File: src/rtl/ccr_branch_unit.sv
// Condition-code register with branch resolution and an interrupt shadow stack.
// Flags are held as {N,C,Z}; branches test a forwarded view so a same-cycle flag write is seen.
module ccr_branch_unit #(
  parameter int FLAG_W = 3,
  parameter int DEPTH  = 4
) (
  input  logic              clk,
  input  logic              rst_n,
  input  logic              stall,
  input  logic [FLAG_W-1:0] alu_flag,
  input  logic              flag_we,
  input  logic [FLAG_W-1:0] flag_mask,
  input  logic              br_valid,
  input  logic [1:0]        br_type,
  input  logic              int_save,
  input  logic              rti_restore,
  output logic [FLAG_W-1:0] ccr,
  output logic              br_taken,
  output logic              sh_empty,
  output logic              sh_full,
  output logic              err
);

  localparam int IDX_W = $clog2(DEPTH);
  localparam int SP_W  = IDX_W + 1;
  localparam logic [SP_W-1:0] SP_FULL = SP_W'(DEPTH);

  localparam logic [1:0] BR_JZ  = 2'b00;
  localparam logic [1:0] BR_JN  = 2'b01;
  localparam logic [1:0] BR_JC  = 2'b10;
  localparam logic [1:0] BR_JMP = 2'b11;

  logic [FLAG_W-1:0] ccr_q, ccr_d;
  logic [SP_W-1:0]   sp_q, sp_d;
  logic              err_q, err_d;
  logic [FLAG_W-1:0] stack_q [DEPTH];
  logic [FLAG_W-1:0] stack_d [DEPTH];

  logic [FLAG_W-1:0] fwd;
  logic [FLAG_W-1:0] sel_mask;
  logic              is_jmp;
  logic              taken;
  logic              empty;
  logic              full;
  logic [IDX_W-1:0]  push_idx;
  logic [IDX_W-1:0]  pop_idx;

  assign empty    = (sp_q == '0);
  assign full     = (sp_q == SP_FULL);
  assign push_idx = sp_q[IDX_W-1:0];
  assign pop_idx  = IDX_W'(sp_q - 1'b1);

  // sel_mask marks the flag a conditional branch tests, and later clears if taken.
  always_comb begin
    sel_mask = '0;
    is_jmp   = 1'b0;
    case (br_type)
      BR_JZ:   sel_mask = FLAG_W'(3'b001);
      BR_JN:   sel_mask = FLAG_W'(3'b100);
      BR_JC:   sel_mask = FLAG_W'(3'b010);
      BR_JMP:  is_jmp   = 1'b1;
      default: sel_mask = '0;
    endcase
  end

  always_comb begin
    fwd = ccr_q;
    if (flag_we) begin
      fwd = (alu_flag & flag_mask) | (ccr_q & ~flag_mask);
    end
    taken = br_valid & ~stall & (is_jmp | (|(fwd & sel_mask)));
  end

  always_comb begin
    ccr_d   = ccr_q;
    sp_d    = sp_q;
    err_d   = err_q;
    stack_d = stack_q;
    if (!stall) begin
      if (int_save && rti_restore) begin
        err_d = 1'b1;
      end else if (rti_restore && !empty) begin
        ccr_d = stack_q[pop_idx];
        sp_d  = sp_q - 1'b1;
      end else begin
        if (rti_restore) begin
          err_d = 1'b1;
        end
        ccr_d = fwd & ~(taken ? sel_mask : '0);
        // The shadow copy is the forwarded value, before any branch clear.
        if (int_save) begin
          if (full) begin
            err_d = 1'b1;
          end else begin
            stack_d[push_idx] = fwd;
            sp_d              = sp_q + 1'b1;
          end
        end
      end
    end
  end

  always_ff @(posedge clk or negedge rst_n) begin
    if (!rst_n) begin
      ccr_q <= '0;
      sp_q  <= '0;
      err_q <= 1'b0;
      for (int i = 0; i < DEPTH; i++) begin
        stack_q[i] <= '0;
      end
    end else begin
      ccr_q <= ccr_d;
      sp_q  <= sp_d;
      err_q <= err_d;
      for (int i = 0; i < DEPTH; i++) begin
        stack_q[i] <= stack_d[i];
      end
    end
  end

  assign ccr      = ccr_q;
  assign br_taken = taken;
  assign sh_empty = empty;
  assign sh_full  = full;
  assign err      = err_q;

endmodule
File: config.mk
export PLATFORM = sky130hd
export DESIGN_NAME = ccr_branch_unit
export DESIGN_NICKNAME = d
export VERILOG_FILES = /design/src/rtl/ccr_branch_unit.sv
export SDC_FILE = /design/constraint.sdc
export NUM_CORES = 1
export LEC_CHECK = 0
export CAP_MARGIN = 20
export CORE_MARGIN = 2
export CORE_UTILIZATION = 50
export DETAILED_ROUTE_END_ITERATION = 7
export PLACE_DENSITY = 0.77
export RECOVER_POWER = 100
export SYNTH_ARGS = -nofsm -noshare
export SYNTH_HDL_FRONTEND = slang
export SYNTH_SLANG_ARGS = --single-unit
File: constraint.sdc
create_clock -name clk -period 2.92 [get_ports clk]
set_input_delay 0.876 -clock clk [delete_from_list [all_inputs] [get_ports clk]]
set_output_delay 0.876 -clock clk [all_outputs]
set_load 0.05 [all_outputs]
## Word-level counts from Yosys, hierarchy flattened

Index checks and enable logic that the tools add are counted.

- Word-level logic and storage cells: 65
- Bits in registers: 19
- Output and inout port bits: 7
- Input port bits: 15

- Add/sub/neg operators: 2
- Order comparisons: 3
- Bitwise operators: 16
- Multiplexer cells: 19
- Equal/unequal tests: 6
- Reductions and logical operators: 12

Operator list:

| kind | count |
|---|---|
| two-way mux 3 bit | 9 |
| bitwise AND 3 bit | 4 |
| bitwise mux 12 bit | 1 |
| case mux 3 bit (3 select lines) | 1 |
| binary-select mux 3 bit (select 2 bit) | 1 |
| demux 3 bit (select 2 bit) | 1 |
| >= comparator 3 bit, second input constant | 2 |
| two-way mux 1 bit | 6 |
| NOT 2 -> 3 bit | 2 |
| NOT 3 bit | 2 |
| AND reduction 5 bit | 1 |
| == test 2 bit, second input constant | 2 |
| NOT 1 bit | 4 |
| AND reduction 2 bit | 2 |
| AND reduction 4 bit | 1 |
| adder 3 x 1 -> 3 bit, second input constant | 1 |
| == test 3 bit, second input constant | 1 |
| logical AND 1 bit | 3 |
| logical NOT 3 bit | 1 |
| < comparator 3 x 1 -> 1 bit, second input constant | 1 |
| bitwise OR 3 bit | 1 |
| OR reduction 3 bit | 1 |
| subtractor 3 x 1 -> 3 bit, second input constant | 1 |
| bitwise AND 1 bit | 2 |
| 7 further kinds | 7 |

## Longest topological paths before layout

Gate-level depths: netlist (run 1).

- Word-level depth: 12
- Mapped depth: 6
- Mapped depth without buffers: 6

## Least setup slack after synthesis (run 1)

OpenSTA, ideal clock, no wires.

- Kind: input to output
- Start: input port flag_mask[1]
- End: output port br_taken
- Arrival time: 1.924 ns
- Buffers on the path: 0
- Data required time: 2.044 ns
- Path slack: 0.120 ns
- Cell stages on the path: 4
- Path through: nand2_1 mux2_2 mux2_2 o221a_2

- Longest elaborated chain between the ends: 8
- Elaborated cells between the ends (all ways): 9
- Classes of those cells: 1 x mux; 7 x bitwise; 1 x reduce/logical

RTL lines:

| item | RTL line | text |
|---|---|---|
| from (decl) | 12 | `input logic [FLAG_W-1:0] flag_mask,` |
| NOT 3 bit | 69 | `fwd = (alu_flag & flag_mask) \| (ccr_q & ~flag_mask);` |
| bitwise AND 3 bit | 69 |  |
| bitwise OR 3 bit (*) | 69 |  |
| two-way mux 3 bit (*) | 68 | `if (flag_we) begin` |
| bitwise AND 3 bit (*) | 71 | `taken = br_valid & ~stall & (is_jmp \| (\|(fwd & sel_mask)));` |
| OR reduction 3 bit (*) | 71 |  |
| bitwise OR 1 bit (*) | 71 |  |
| bitwise AND 1 bit (*) | 71 |  |
| to (decl) | 18 | `output logic br_taken,` |

Every way passes the cells marked *; elsewhere a longest branch is shown, timed or not.

## Worst setup path in the final report (run 1)

- Start: input port flag_we
- End: output port br_taken

- Longest elaborated chain between the ends: 5

RTL lines:

| item | RTL line | text |
|---|---|---|
| from (decl) | 11 | `input logic flag_we,` |
| two-way mux 3 bit | 68 |  |
| bitwise AND 3 bit | 71 |  |
| OR reduction 3 bit | 71 |  |
| bitwise OR 1 bit | 71 |  |
| bitwise AND 1 bit | 71 |  |

No other way between the ends.

==> results of run 1 <==
logic make-up after synthesis:
kind of cell,count (synthesis),synth area share
adders and majority gates,5,0.05513
DFF,19,0.4190
xor gates and xnor gates,4,0.03088
buffers and inverters,5,0.02315
and+or+nand+nor,32,0.1632
AOI/OAI and AO/OA,10,0.08050
muxes,20,0.2282
sequential cells by signal (all words and copies together) (netlist names):
register,count
ccr,3
err,1
sp_q,3
stack_q,12
worst reg2reg max path: stages (launching register included):
cell       delay (ns)
dfrtp_1          0.52
inv_1            0.16
ha_1             0.29
a2111oi_1        0.86
o21ai_2          0.12
xnor2_1          0.16
timing repair:
| action | CTS | global route |
|---|---|---|
| setup endpoints to repair | 1 | 1 |
| pin swaps | 4 | 1 |
| gates resized for setup | 32 | 0 |
| endpoints found under the hold margin | 0 | 0 |
| buffers inserted | 1 | 0 |
placed cells by master, fill, tap and decap left out, drive strengths merged, types with 4 or more instances in the layout:
master / instances
buf: 12
clkbuf: 6
clkdlybuf4s50: 5
dfrtp: 19
dlygate4sd3: 6
ha: 5
inv: 4
mux2: 17
nand2: 11
nor2: 7
stage by stage:
| step | hold WS, ns | utilization | setup TNS (ns) | setup WS, ns | std cells |
|---|---|---|---|---|---|
| global placement | 0.4615 | 0.6574 | -0.3997 | -0.3997 | 150 |
| global route | 0.5020 | 0.6655 | -0.00002509 | -0.00002509 | 155 |
| CTS | 0.4958 | 0.6938 | 0 | 0.003805 | 155 |
| floorplan | 0.4738 | - | 0 | 0.1198 | 95 |
| finish | 0.4834 | 0.6655 | 0 | 0.02270 | 155 |
| detailed placement | 0.4669 | 0.6574 | -0.4375 | -0.4375 | 150 |
power breakdown:
part / internal, mW / switching (mW)
sequential: 0.380 / 0.0860
clock: 0.0534 / 0.0808
combinational: 0.334 / 0.310
per-layer routing:
metal,share of wire,GRT usage,vias up
li1,-,-,404
met1,0.44,0.2538,406
met2,0.49,0.3034,20
met3,0.049,0.03161,5
met4,0.020,0.1096,0
met5,0,0,-
final cells by class:
cell class / instances / share of cell area
Clock buffer: 4 / 0.01820
Inverter: 4 / 0.01040
Multi-Input combinational cell: 71 / 0.4359
Sequential cell: 19 / 0.3293
Tap cell: 28 / 0.02426
Timing Repair Buffer: 29 / 0.1820
worst max path at each step:
stage                           to
final                     br_taken
after global routing      br_taken
after CTS                 br_taken
after detailed placement  br_taken
after global placement    br_taken
after floorplan           br_taken
==> impl_results.md, run 1 <==
- Status: finished clean
- Hold_sp: err
- Drt drc: 0
- Top cells by instance count after synthesis: 19 x dfrtp_1, 17 x mux2_2, 11 x nand2_1
- Synth area leader: dfrtp_1
- # H-tree levels: 1
- Setup-failing EPs final: 0
- Hold EP: err
- Largest cells by area after synthesis: dfrtp_1 42%, mux2_2 17%, mux4_2 6.0%
- Hold_buf cts: 0
- Critical path endpoint category: primary output
- CTS sink count: 19
- WP buf/inv: 2
- Register area share after synthesis: 0.4190
- Post-synth top flop: dfrtp_1
- Pin count of the biggest net entering global routing: 20
- WP depth: 6
- DR vias/cell: 5.387
- Max clock buf depth: 2
- Via Count: 835
- Yosys cell types: 27
- Post-synth EDFFs: 0
- Drt pass-1 iters: 4
- Async set-or-reset flop fraction in the synthesized netlist: 1.000
- Initial antenna violation count: 0
- Worst Path Arrival: 2.02 ns
- Static Leak: 0.6509 nW
- Reg2reg path depth: 5
- Cells after Synth: 95
- Worst path max stage delay: 0.30 ns
- CP Data Required Time: 2.04 ns
- Core Rows: 17
- Ys Warns: 0
- Multi-input combinational cell area: 629.4 um2
- Final net count: 148
- Area growth from synthesis to layout: 27.23%
- Post-synthesis register bit count: 19
- Crit-path leading delay family: multiplexers
- Starting Density: 0.5231
- R2R Path Start: sp_q[0]
- Routed wire length: 2203 um
- RePlAce Congestion: 0.7988
- Final worst path period share: 0.9922
- Slew @ Worst Pin: 1.003 ns
- RSZ-0062 raised after global routing: true
- Pwr/cell area: 861.6 nW/um2
- Critical-path maximum fanout: 3
- Top-count cell post-synth: dfrtp_1
- Hold path depth: 1
- CP Class: input port to primary output
- Core area: 2170 um2
- Vias in the first global route: 812
- Synth Net Count: 115
- Overall routing resource usage: 0.1933
- Max Freq: 345.1 MHz
- Reg-to-reg slack, setup: 0.69 ns
- Layout cell share with drive strength beyond 1: 0.3386
- TritonCTS Buffers: 3
- Fin area: 1444 um2
- Worst Hold Class: flip-flop to flip-flop
- N_diodes: 0
- Post-DP Area: 1426 um2
- WL/cell: 14.21 um
- Clock slew at reported path FFs: 0.10 ns
- DR iter-0 viols: 14
- VDD IR max: 0.5667 mV
- Final hold violation count: 0
- Critical Path, Cell by Cell: buf_8 -> nand2_4 -> mux2_4 -> mux2_4 -> o221a_4 -> buf_8
- Worst path slowest cell: mux2_4
- Horiz. Die Dim: 51.64 um
- Die H: 51.64 um
- Crit start category: input port
- Avg Cell Area, Syn: 11.95 um2
- Number of port buffers: 21
- GRT overflow: 0
- Relative slew margins: 0.3312
- Slew Limit Fails: 0
- Clk_skew: 0.005479 ns
- Reg area: 475.5 um2
- Power, Total: 1.244 mW
- Global-route wire length before repair: 3670 um
- Clock root buffer: clkbuf_4
- Top-area cell type share of the netlist area: 0.4190
- Critical Path Source: flag_we
- Hpwl dp: 1700 um
- IO Count: 22
- FF-to-FF End: sp_q[2]
- Max-cap violations: 0
- Final ANT Viol Nets: 0
- Minimum clock period: 2.897 ns
- Die footprint: 2667 um2
- Fillers: 168
- Post-Syn Area: 1135 um2
- CTS tree: yes
- Skew-Pair Late Insertion Delay: 0.30 ns
Note: power is estimated with default switching activity, not from simulation.
==> run 2: changes to the inputs <==
--- a/config.mk
+++ b/config.mk
@@ -8,8 +8,9 @@
 export CAP_MARGIN = 20
 export CORE_MARGIN = 2
 export CORE_UTILIZATION = 50
+export CTS_BUF_LIST = sky130_fd_sc_hd__clkbuf_16
 export DETAILED_ROUTE_END_ITERATION = 7
-export PLACE_DENSITY = 0.77
+export PLACE_DENSITY_LB_ADDON = 0.08
 export RECOVER_POWER = 100
 export SYNTH_ARGS = -nofsm -noshare
 export SYNTH_HDL_FRONTEND = slang
==> impl_results.md, run 2 (synthesis gave the netlist of run 1 again) <==
- Starting Density: 0.5231 (unchanged)
- Number of port buffers: 21 (unchanged)
- Horiz. Die Dim: 51.64 um (unchanged)
- Skew-Pair Late Insertion Delay: 0.25 ns (was 0.30 ns)
- Worst path slowest cell: mux2_4 (unchanged)
- Static Leak: 0.6756 nW (was 0.6509 nW)
- Hold_buf cts: 0 (unchanged)
- Largest Register: stack_q (unchanged)
- Most common cell after layout, fill and taps aside: dfrtp_1 (unchanged)
- Pin count of the biggest net entering global routing: 20 (unchanged)
- WP buf/inv: 2 (unchanged)
- Crit start category: input port (unchanged)
- Layout cell share with drive strength beyond 1: 0.3543 (was 0.3386)
- Worst Hold Class: flip-flop to flip-flop (unchanged)
- Clock power share: 0.197 (was 0.108)
- Most frequent cells in the layout: 19 x dfrtp_1, 13 x mux2_2, 8 x nand2_1, 8 x buf_4, 7 x nor2_1 (was 19 x dfrtp_1, 13 x mux2_2, 9 x nand2_1)
- Drt drc: 0 (unchanged)
- Slew @ Worst Pin: 1.045 ns (was 1.003 ns)
- Status: finished clean (unchanged)
- Reg area: 475.5 um2 (unchanged)
- Final ANT Viol Nets: 0 (unchanged)
- Cell mode on critical path: mux2_4
- Setup-failing EPs final: 0 (unchanged)
- Core Rows: 17 (unchanged)
- Relative slew margins: 0.3034 (was 0.3312)
- N_diodes: 0 (unchanged)
- Max-cap violations: 0 (unchanged)
- Fillers: 167 (was 168)
- Final hold slack: 0.4704 ns (was 0.4834 ns)
- DR vias/cell: 5.600 (was 5.387)
- Power, Total: 1.410 mW (was 1.244 mW)
- DR iter-0 viols: 18 (was 14)
- Routed wire length: 2406 um (was 2203 um)
- CP Data Required Time: 2.04 ns (about the same)
- Switching Fraction: 0.3537 (was 0.3833)
- WL/cell: 15.52 um (was 14.21 um)
- Initial antenna violation count: 0 (unchanged)
- CP Class: input port to primary output (unchanged)
- Overall routing resource usage: 0.1990 (was 0.1933)
- Critical-path maximum fanout: 3 (unchanged)
- Final net count: 148 (unchanged)
- Combinational share of power: 0.471 (was 0.518)
- Via Count: 868 (was 835)
- Minimum clock period: 2.908 ns (was 2.897 ns)
- Die footprint: 2667 um2 (unchanged)
- Slew Limit Fails: 0 (unchanged)
- Drt pass-1 iters: 4 (unchanged)
- Max clock buf depth: 2 (unchanged)
- Sequential Power Share: 0.332 (was 0.375)
- Die H: 51.64 um (unchanged)
- Multi-input combinational cell area: 628.1 um2 (was 629.4 um2)
- Clock root buffer: clkbuf_16 (was clkbuf_4)
- Area growth from synthesis to layout: 32.86% (was 27.23%)
- CTS tree: yes (unchanged)
- Crit-path leading delay family: multiplexers (unchanged)
- Worst path max stage delay: 0.31 ns (was 0.30 ns)
- Final core utilization: 0.6949 (was 0.6655)
- GRT overflow: 0 (unchanged)
- RePlAce Congestion: 0.7619 (was 0.7988)
- VDD IR max: 0.6040 mV (was 0.5667 mV)
- Vias in the first global route: 863 (was 812)
- TritonCTS Buffers: 3 (unchanged)
- # H-tree levels: 1 (unchanged)
- Core area: 2170 um2 (unchanged)
- Hpwl dp: 1721 um (was 1700 um)
- Critical path endpoint category: primary output (unchanged)
- Max reg flops: 12 (unchanged)
- Critical Path, Cell by Cell: buf_6 -> nand2_2 -> mux2_4 -> mux2_4 -> o221a_4 -> buf_8 (was buf_8 -> nand2_4 -> mux2_4 -> mux2_4 -> o221a_4 -> buf_8)
- Pwr/cell area: 935.5 nW/um2 (was 861.6 nW/um2)
- Final worst path period share: 0.9957 (was 0.9922)
- Internal power: 0.9116 mW (was 0.7672 mW)
- Final hold violation count: 0 (unchanged)
- Clk_skew: 0.001942 ns (was 0.005479 ns)
- Worst Path Arrival: 2.03 ns (was 2.02 ns)
- Max Freq: 343.9 MHz (was 345.1 MHz)
- Global-route wire length before repair: 3905 um (was 3670 um)
- CTS sink count: 19 (unchanged)
- P_sw: 0.4988 mW (was 0.4768 mW)
- IO Count: 22 (unchanged)
- Clock slew at reported path FFs: 0.05 ns (was 0.10 ns)
==> run 2: final cells by class <==
class / instances / area share
clock buffer: 3 / 0.04979
clock inverter: 1 / 0.003319
inverter: 4 / 0.009958
multi-input combinational: 71 / 0.4166
sequential: 19 / 0.3154
tap: 28 / 0.02324
timing repair buffer: 29 / 0.1817
==> run 2: final timing paths <==
path                       startpoint         end  slack (ns)  cells after the start
setup / recovery              flag_we    br_taken        0.01                      6
hold / removal                    err         err        0.47                      1
hold reg to reg                   err         err        0.47                      1
min in group asynchronous       rst_n     sp_q[2]        1.33                      2
setup reg to reg              sp_q[0]  stack_q[2]        0.69                      6
max in group asynchronous       rst_n      ccr[1]        0.96                      2
==> run 2: worst register-to-register path, stage by stage (launching register included) <==
cell and delay (ns):
dfrtp_1 0.50, inv_1 0.17, ha_1 0.30, and2_0 0.24
nor4_1 0.38, nand2_1 0.21, mux2_2 0.32
==> run 2: routing by layer <==
metal | vias up | share of wire | GRT usage | wire, um
li1 | 407 | - | - | -
met1 | 426 | 0.41 | 0.2406 | 997
met2 | 30 | 0.51 | 0.3483 | 1227
met3 | 5 | 0.064 | 0.04023 | 153
met4 | 0 | 0.012 | 0.07456 | 28
met5 | - | 0 | 0 | 0
==> run 2: what timing repair did <==
action / in CTS / in global routing
pin swaps: 3 / 1
resized for setup: 30 / 1
setup buffers: 1 / 0
hold endpoints to repair: 0 / 0
setup endpoints to repair: 1 / 1
==> run 2: power groups by stage <==
stage | clock (mW) | sequential, mW | combinational, mW
final | 0.278 | 0.468 | 0.664
after CTS | 0.283 | 0.469 | 0.697
after detailed placement | 0 | 0.473 | 0.667
after floorplan | 0 | 0.507 | 0.434
after global placement | 0 | 0.463 | 0.652
after global routing | 0.294 | 0.486 | 0.717
==> run 2: through the flow <==
| step | instance area (um2) | cells | setup WS [ns] | TNS (ns) |
|---|---|---|---|---|
| finish | 1508 | 155 | 0.01243 | 0 |
| CTS | 1548 | 155 | 0.002645 | 0 |
| detailed placement | 1426 | 150 | -0.4056 | -0.4056 |
| floorplan | 1135 | 95 | 0.1198 | 0 |
| global placement | 1426 | 150 | -0.3860 | -0.3860 |
| global route | 1508 | 155 | -0.002870 | -0.002870 |
==> run 3: changes to the inputs <==
--- a/config.mk
+++ b/config.mk
@@ -10,7 +10,7 @@
 export CORE_UTILIZATION = 50
 export CTS_BUF_LIST = sky130_fd_sc_hd__clkbuf_16
 export DETAILED_ROUTE_END_ITERATION = 7
-export PLACE_DENSITY_LB_ADDON = 0.08
+export PLACE_DENSITY_LB_ADDON = 0.25
 export RECOVER_POWER = 100
 export SYNTH_ARGS = -nofsm -noshare
 export SYNTH_HDL_FRONTEND = slang
==> constraint.sdc (replaced) <==
create_clock -name clk -period 2.92 [get_ports clk]
set_input_delay 0.876 -clock clk [delete_from_list [all_inputs] [get_ports clk]]
set_output_delay 0.876 -clock clk [all_outputs]
set_load 0.01 [all_outputs]
==> impl_results.md, run 3 (synthesis gave the netlist of run 1 again) <==
- RSZ-0062 raised after global routing: false
- Max Freq: 346.0 MHz (was 343.9 MHz)
- Hold_buf cts: 0 (unchanged)
- Clock power share: 0.207 (was 0.197)
- Max-cap violations: 0 (unchanged)
- CTS tree: yes (unchanged)
- Total setup buffers inserted after CTS: 0 (was 1)
- R2R Path Start: sp_q[1] (was sp_q[0])
- Final hold violation count: 0 (unchanged)
- Die footprint: 2667 um2 (unchanged)
- VDD IR max: 0.5736 mV (was 0.6040 mV)
- Reg-to-reg slack, setup: 0.97 ns (was 0.69 ns)
- Max clock buf depth: 2 (unchanged)
- TritonCTS Buffers: 3 (unchanged)
- Horiz. Die Dim: 51.64 um (unchanged)
- Reg2reg path depth: 6 (unchanged)
- CP Class: input port to primary output (unchanged)
- Worst Hold Class: flip-flop to flip-flop (unchanged)
- GRT overflow: 0 (unchanged)
- Worst Path Arrival: 2.01 ns (was 2.03 ns)
- Static Leak: 0.6731 nW (was 0.6756 nW)
- Hold EP: err (unchanged)
- Most frequent cells in the layout: 19 x dfrtp_1, 13 x mux2_2, 9 x nand2_1 (was 19 x dfrtp_1, 13 x mux2_2, 8 x nand2_1, 8 x buf_4, 7 x nor2_1)
- Core Rows: 17 (unchanged)
- Power, Total: 1.319 mW (was 1.410 mW)
- N_diodes: 0 (unchanged)
- Clock root buffer: clkbuf_16 (unchanged)
- Sequential Power Share: 0.344 (was 0.332)
- Combinational share of power: 0.449 (was 0.471)
- DR iter-0 viols: 4 (was 18)
- FF-to-FF End: stack_q[6] (was stack_q[2])
- WL/cell: 14.62 um (was 15.52 um)
- DR vias/cell: 5.340 (was 5.600)
- Clock slew at reported path FFs: 0.05 ns (about the same)
- Relative slew margins: 0.3053 (was 0.3034)
- Overall routing resource usage: 0.1958 (was 0.1990)
- Final core utilization: 0.6840 (was 0.6949)
- Slew Limit Fails: 0 (unchanged)
- Minimum clock period: 2.890 ns (was 2.908 ns)
- Crit start category: input port (unchanged)
- CTS sink count: 19 (unchanged)
- Initial antenna violation count: 0 (unchanged)
- Final net count: 149 (was 148)
- Starting Density: 0.5231 (unchanged)
- Die H: 51.64 um (unchanged)
- Slew @ Worst Pin: 1.042 ns (was 1.045 ns)
- CP Data Required Time: 2.04 ns (about the same)
- Number of port buffers: 21 (unchanged)
- Final ANT Viol Nets: 0 (unchanged)
- Internal power: 0.9074 mW (was 0.9116 mW)
- Clk_skew: 0.001068 ns (was 0.001942 ns)
- Skew-Pair Late Insertion Delay: 0.24 ns (was 0.25 ns)
- Status: finished clean (unchanged)
- Pwr/cell area: 888.8 nW/um2 (was 935.5 nW/um2)
- Max reg flops: 12 (unchanged)
- Dpl cells: 152 (was 150)
- IO Count: 22 (unchanged)
- Critical path endpoint category: primary output (unchanged)
- Layout cell share with drive strength beyond 1: 0.3281 (was 0.3543)
- Most common cell after layout, fill and taps aside: dfrtp_1 (unchanged)
- Vias in the first global route: 838 (was 863)
- Hold_sp: err (unchanged)
- Final worst path period share: 0.9898 (was 0.9957)
- Hold path depth: 1 (unchanged)
- Setup-failing EPs final: 0 (unchanged)
- Critical-path maximum fanout: 2 (was 3)
- Switching Fraction: 0.3120 (was 0.3537)
- Hpwl dp: 1676 um (was 1721 um)
- # H-tree levels: 1 (unchanged)
- Routed wire length: 2281 um (was 2406 um)
- Global-route wire length before repair: 3822 um (was 3905 um)
- Drt pass-1 iters: 3 (was 4)
- Area growth from synthesis to layout: 30.76% (was 32.86%)
- Post-DP Area: 1436 um2 (was 1426 um2)
- Pin count of the biggest net entering global routing: 20 (unchanged)
- Core area: 2170 um2 (unchanged)
- Largest Register: stack_q (unchanged)
- Fin area: 1484 um2 (was 1508 um2)
- P_sw: 0.4114 mW (was 0.4988 mW)
- RePlAce Congestion: 0.8184 (was 0.7619)
- Final Instance Count excl. Fillers: 156 (was 155)
- Drt drc: 0 (unchanged)
- Via Count: 833 (was 868)
-- run 3: final cells by class --
cell class	count	area, um2
timing repair buffer	30	255.2
fill	173	685.7
multi-input combinational	71	624.3
sequential	19	475.5
tap	28	35.03
inverter	4	15.01
clock buffer	3	75.07
clock inverter	1	3.754
-- run 3: worst max-delay path by stage --
stage | slack [ns] | to | start | depth (start not counted)
after global routing | 0.001 | br_taken | alu_flag[0] | 5
after global placement | -0.67 | br_taken | flag_we | 6
after CTS | 0.005 | br_taken | flag_we | 6
final | 0.03 | br_taken | alu_flag[0] | 5
after floorplan | 0.21 | br_taken | flag_mask[1] | 4
after detailed placement | -0.70 | br_taken | flag_we | 6
-- run 3: timing repair --
| action | CTS | global route |
|---|---|---|
| gates resized for setup | 27 | 0 |
| pin swaps | 3 | 2 |
| endpoints found under the setup margin | 1 | 1 |
| cloned | 0 | 0 |
-- run 3: critical path, cell delays in order --
cell and delay [ns]:
dlygate4sd2_1 0.23, mux2_4 0.27, mux2_4 0.27, o221a_4 0.25, buf_6 0.11
-- run 3: metrics by stage --
stage	setup TNS, ns	hold WS [ns]	worst slack [ns]
after floorplan	0	0.4738	0.2118
after global placement	-0.6681	0.4639	-0.6681
after detailed placement	-0.7034	0.4674	-0.7034
after CTS	0	0.4832	0.004616
after global routing	0	0.5024	0.001270
final	0	0.4728	0.02986
-- run 3: per-layer routing --
layer / up-vias / global-route usage / wire (um)
met5: - / 0 / 0
met4: 0 / 0.03947 / 8
met3: 2 / 0.04598 / 150
met2: 21 / 0.3355 / 1129
met1: 405 / 0.2538 / 992
li1: 405 / - / -
-- run 3: power by group through the flow --
stage / registers (mW) / clock network [mW] / logic (mW)
after floorplan: 0.456 / 0 / 0.402
after global placement: 0.449 / 0 / 0.587
after detailed placement: 0.455 / 0 / 0.602
after CTS: 0.454 / 0.279 / 0.629
after global routing: 0.468 / 0.288 / 0.654
final: 0.454 / 0.273 / 0.592
